### src/rtl/demux_pkg.sv
// Shared types and constants for the 1-to-7 latching demultiplexer:
// FSM state encoding, slot count and the reserved invalid slot address.
package demux_pkg;

  typedef enum logic [1:0] {
    IDLE  = 2'b00,
    WRITE = 2'b01,
    HOLD  = 2'b10
  } state_t;

  localparam int         NUM_SLOTS   = 7;
  localparam logic [2:0] SEL_INVALID = 3'b111;

  // Auto-increment pointer step: walks 0..NUM_SLOTS-1 and wraps to 0.
  function automatic logic [2:0] next_ptr(input logic [2:0] p);
    return (p == 3'(NUM_SLOTS - 1)) ? 3'b000 : p + 3'd1;
  endfunction

endpackage

### src/rtl/sync_bit.sv
// Single-bit multi-flop synchronizer for an asynchronous level input.
// DEPTH flops in series, all cleared by the asynchronous active-low reset.
module sync_bit #(
  parameter int DEPTH = 2
) (
  input  logic clk,
  input  logic rst_n,
  input  logic d,
  output logic q
);

  logic [DEPTH-1:0] stages;

  // NOTE: sequential state uses non-blocking assignments so every flop samples
  // the pre-edge value of its neighbour; blocking here would collapse the chain.
  always_ff @(posedge clk or negedge rst_n) begin
    if (!rst_n) begin
      stages <= '0;
    end else begin
      stages <= {stages[DEPTH-2:0], d};
    end
  end

  assign q = stages[DEPTH-1];

endmodule

### src/rtl/demux_1_to_7_latch.sv
// 1-to-7 latching demultiplexer: an asynchronous WrEn level is synchronized,
// turned into exactly one write per high period, and Din lands in slot Sel.
// Optional build macro DEMUX_AUTOINC_EN: ignore Sel and write to a wrapping pointer.
module demux_1_to_7_latch
  import demux_pkg::*;
#(
  parameter int SYNC_STAGES = 2  // legal range 2..4
) (
  input  logic                 Clock,
  input  logic                 Resetn,
  input  logic                 Din,
  input  logic [2:0]           Sel,
  input  logic                 WrEn,
  input  logic                 Clear,
  output logic [NUM_SLOTS-1:0] Out,
  output logic [NUM_SLOTS-1:0] Valid,
  output logic                 Error,
  output logic [2:0]           Ptr
);

  logic                 wr_s;
  state_t               state;
  logic                 fire;
  logic [2:0]           tgt;
  logic [NUM_SLOTS-1:0] slot_hit;
  logic [NUM_SLOTS-1:0] out_q;
  logic [NUM_SLOTS-1:0] valid_q;
  logic                 error_q;

  sync_bit #(
    .DEPTH (SYNC_STAGES)
  ) u_sync (
    .clk   (Clock),
    .rst_n (Resetn),
    .d     (WrEn),
    .q     (wr_s)
  );

  // Edge detector on the synchronized level: WRITE lasts exactly one cycle,
  // HOLD waits for the level to drop so a long press yields a single write.
  always_ff @(posedge Clock or negedge Resetn) begin
    if (!Resetn) begin
      state <= IDLE;
    end else begin
      case (state)
        IDLE:    if (wr_s) state <= WRITE;
        WRITE:   state <= HOLD;
        HOLD:    if (!wr_s) state <= IDLE;
        default: state <= IDLE;
      endcase
    end
  end

  assign fire = (state == WRITE);

`ifdef DEMUX_AUTOINC_EN
  logic [2:0] ptr_q;
  logic       unused_sel;

  assign unused_sel = ^Sel;
  assign tgt        = ptr_q;
  assign Ptr        = ptr_q;
`else
  assign tgt = Sel;
  assign Ptr = 3'b000;
`endif

  // NOTE: every signal driven in always_comb gets a default first; a path that
  // leaves it unassigned would infer a latch.
  always_comb begin
    slot_hit = '0;
    if (fire && tgt != SEL_INVALID) begin
      slot_hit = {{(NUM_SLOTS-1){1'b0}}, 1'b1} << tgt;
    end
  end

  // NOTE: the slot bank is only seven flops and drives outputs directly, so it
  // is reset like ordinary control state rather than left uninitialised.
  always_ff @(posedge Clock or negedge Resetn) begin
    if (!Resetn) begin
      out_q   <= '0;
      valid_q <= '0;
      error_q <= 1'b0;
`ifdef DEMUX_AUTOINC_EN
      ptr_q   <= 3'b000;
`endif
    end else if (Clear) begin
      // Clear takes priority over a coinciding write; the FSM keeps running.
      out_q   <= '0;
      valid_q <= '0;
      error_q <= 1'b0;
`ifdef DEMUX_AUTOINC_EN
      ptr_q   <= 3'b000;
`endif
    end else begin
      out_q   <= (out_q & ~slot_hit) | (slot_hit & {NUM_SLOTS{Din}});
      valid_q <= valid_q | slot_hit;
`ifdef DEMUX_AUTOINC_EN
      if (fire) ptr_q <= next_ptr(ptr_q);
`else
      if (fire && tgt == SEL_INVALID) error_q <= 1'b1;
`endif
    end
  end

  assign Out   = out_q;
  assign Valid = valid_q;
  assign Error = error_q;

endmodule

### config.mk
export PLATFORM = sky130hd
export DESIGN_NAME = demux_1_to_7_latch
export DESIGN_NICKNAME = d
export VERILOG_FILES = /design/src/rtl/demux_pkg.sv /design/src/rtl/sync_bit.sv /design/src/rtl/demux_1_to_7_latch.sv
export SDC_FILE = /design/constraint.sdc
export NUM_CORES = 1
export LEC_CHECK = 0
export ABC_AREA = 0
export BUFFER_PORTS_ARGS = -buffer_cell sky130_fd_sc_hd__buf_4
export CAP_MARGIN = 10
export CORE_ASPECT_RATIO = 0.7
export CORE_MARGIN = 1.5
export CORE_UTILIZATION = 43
export DETAILED_ROUTE_END_ITERATION = 8
export GPL_ROUTABILITY_DRIVEN = 1
export GPL_TIMING_DRIVEN = 0
export PLACE_DENSITY_LB_ADDON = 0.25
export SLEW_MARGIN = 30
export SYNTH_ARGS = -nofsm -noshare
export SYNTH_HDL_FRONTEND = slang
export SYNTH_SLANG_ARGS = --single-unit
### constraint.sdc
create_clock -name Clock -period 1 [get_ports Clock]
set_clock_uncertainty 0.05 [all_clocks]
set_input_delay 0.05 -clock Clock [delete_from_list [all_inputs] [get_ports Clock]]
set_output_delay 0.05 -clock Clock [all_outputs]
set_load 0.02 [all_outputs]
==> reports/metrics.cfg <==
[sta]
fmax_mhz = 830.5
finalSetupViolCount = 15
grt_setup_unrepaired = yes
final-hold-violation-count = 0
post-route-min-period_ps = 1204
slew_viol_final = 0
fin_crit_sh_pct = 120.4
setup_ws_ps = -204.0

[power]
p_sw_share_pct = 29.46
vdd_ir_drop_max_v = 0.0009432
pwr-share-seq_pct = 51.2
p_sw_mw = 0.5120
p_leak_nw = 0.6194
power_density_mw_per_mm2 = 1451
clkPwrFrac_pct = 22.2
internal_power_mw = 1.226
power_mw = 1.738
power_frac_comb_pct = 26.6

[place]
place_inst = 117
routabilityCongestion = 0.7301
dp_hpwl_um = 1083
io_buffers = 22

[global_routing]
track_usage_pct = 17.31
grt_start_max_net_pins = 20
overflow = 0
grt_pass1_wl_um = 2525
antenna_found_initial = 0
grt_pass1_vias = 593

[yosys]
syn_inst = 72
ys_top_cells_by_count = dfrtp_1, nor2_1, a21oi_1, mux2i_1, nand2b_1
synth_area_leaders = dfrtp_1, mux2i_1, nand2b_1, a21oi_1, nor2_1
ys_seq_area_share_pct = 59.28
ys.flop_type = dfrtp_1
syn_area_per_cell_um2 = 11.14
synth_top_area_cell = dfrtp_1
yosys_warnings = 0
synth-seq-cells = 19
synth.top_cell.area_share_pct = 59.28
synth_most_common_cell = dfrtp_1
synth_edf_count = 0
async_flop_share_pct = 100.0
yosysUniqueCellTypes = 20
syn_area_um2 = 802.0

[routing]
first_pass_iters = 4
viasPerCell = 4.744
wire_per_inst_um = 12.13
drt_iter0_markers = 9
vias = 631
antenna_left = 0
wl_met3_um = 96
routed_wl_um = 1613
wl_met2_um = 731
wl_met1_um = 780
drcViolationCount = 0
routed.top_layer = met4

[die]
die_width_um = 54.62
core_mm2 = 0.001667
die_area_mm2 = 0.002138
initial_core_util_pct = 48.12
die_h_um = 39.14
rows = 12
num_io_pins = 26

[worst_setup_path]
crit_family = flip-flops
max_stage_delay_ps = 450
cp_slowest_cell = dfrtp_2
worstSetupStartpointType = flip-flop
cp.arrival_ps = 1330
crit_type = reg -> reg
worst-path-buf-inv = 1
reg2reg_slack_ps = -200
worstPathRequired_ps = 1130
crit_fanout = 7
cp_cell_sequence = and3b_1, buf_6, nand2_4, mux2i_2
crit_path_end_kind = flip-flop

[finish]
nFillCells = 136
seq_area_um2 = 476.7
area_growth_pct = 49.30
drive_gt1_share_pct = 45.54
nets = 121
num_antenna_cells = 0
fin_cells = 133
multiInputGateArea_um2 = 345.3
utilization_pct = 71.85

[clocking]
root_buffer = clkbuf_4
clockBufferDepth = 2
cts_num_sinks = 19
cts_buffers = 3
cts_tree = built
clk_pin_slew_ps = 110
cts_htree_levels = 1
clkLatencyLatePin_ps = 300

[flow_run]
maxCapViolCount = 0

[status]
violations = negative setup slack
outcome = finished, violations left

[hold_path]
hold_class = in -> reg

-- path summary, 6_finish.rpt --
check | start | endpoint | depth (start not counted)
max | state[1]$_DFFE_PN0P_ | Out[1]$_DFF_PN0_ | 4
min | Clear | Out[3]$_DFF_PN0_ | 3
max reg2reg | state[1]$_DFFE_PN0P_ | Out[1]$_DFF_PN0_ | 4
min reg2reg | u_sync.stages[0]$_DFF_PN0_ | u_sync.stages[1]$_DFF_PN0_ | 0
max in group asynchronous | Resetn | state[1]$_DFFE_PN0P_ | 2
min in group asynchronous | Resetn | state[0]$_DFFE_PN0P_ | 2
-- cell families after synthesis --
| family | Yosys count | synth area share (%) |
|---|---|---|
| and+or+nand+nor | 29 | 20.90 |
| DFF | 19 | 59.28 |
| AOI/OAI and AO/OA | 9 | 5.772 |
| muxes | 7 | 8.737 |
| buffers and inverters | 7 | 4.835 |
| other | 1 | 0.4676 |
-- per-stage QoR --
stage                     area (um2)  TNS (ps)  hold slack, ps  setup WS, ps
after floorplan                830.8    -962.0          -295.6        -103.4
after global placement          1022     -2146          -115.7        -215.1
after detailed placement        1022     -2427          -114.9        -227.0
after CTS                       1142     -1921          -7.862        -193.9
after global routing            1197     -3033           6.953        -250.1
final                           1197     -2163           3.630        -204.0
-- layer usage --
layer,up-vias,GRT usage (%)
met3,2,5.814
met1,299,20.94
met2,20,28.87
met4,0,5.625
li1,310,-
met5,-,0
-- power by group through the flow --
stage	clock network (mW)	logic, mW	registers (mW)
after global placement	0	0.318	0.902
after global routing	0.430	0.502	0.897
after CTS	0.398	0.410	0.890
final	0.386	0.462	0.889
after floorplan	0	0.181	0.927
after detailed placement	0	0.324	0.908
-- timing repair --
action | 4_1_cts | 5_1_grt
endpoints found under the hold margin | 22 | 1
gates resized for setup | 8 | 4
cloned | 0 | 0
pin swaps | 6 | 5
hold buffers | 5 | 1
setup endpoints to repair | 15 | 18
buffers inserted | 2 | 4
-- worst reg2reg max path: cells and delay by family (launching register included) --
family	cells	cell delay [ps]
buf+inv	1	140
flops	1	450
mux	1	160
simple gates	2	290
-- flip-flops by register name, indices dropped and copies added, names as in the netlist --
name / flops
Valid: 7
Error: 1
state: 2
u_sync.stages: 2
Out: 7
-- cells in the final DEF, fill, tap and decap left out, drive strengths merged --
master	count
and3b	1
buf	32
conb	3
a21oi	7
inv	2
nand3	2
dlygate4sd3	6
a31oi	1
clkbuf	5
nand2b	7
mux2i	7
nor2	8
or2b	1
nand2	6
dfrtp	19
o21ai	1
nor3b	2
nor2b	2
-- layout make-up --
class / instances / share of cell area (%)
sequential: 19 / 39.81
multi-input combinational: 48 / 28.84
timing repair buffer: 34 / 23.20
buffer: 5 / 3.135
clock buffer: 4 / 2.194
tap: 21 / 2.194
inverter: 2 / 0.6270
No activity file was read; power rests on OpenSTA's default activity.
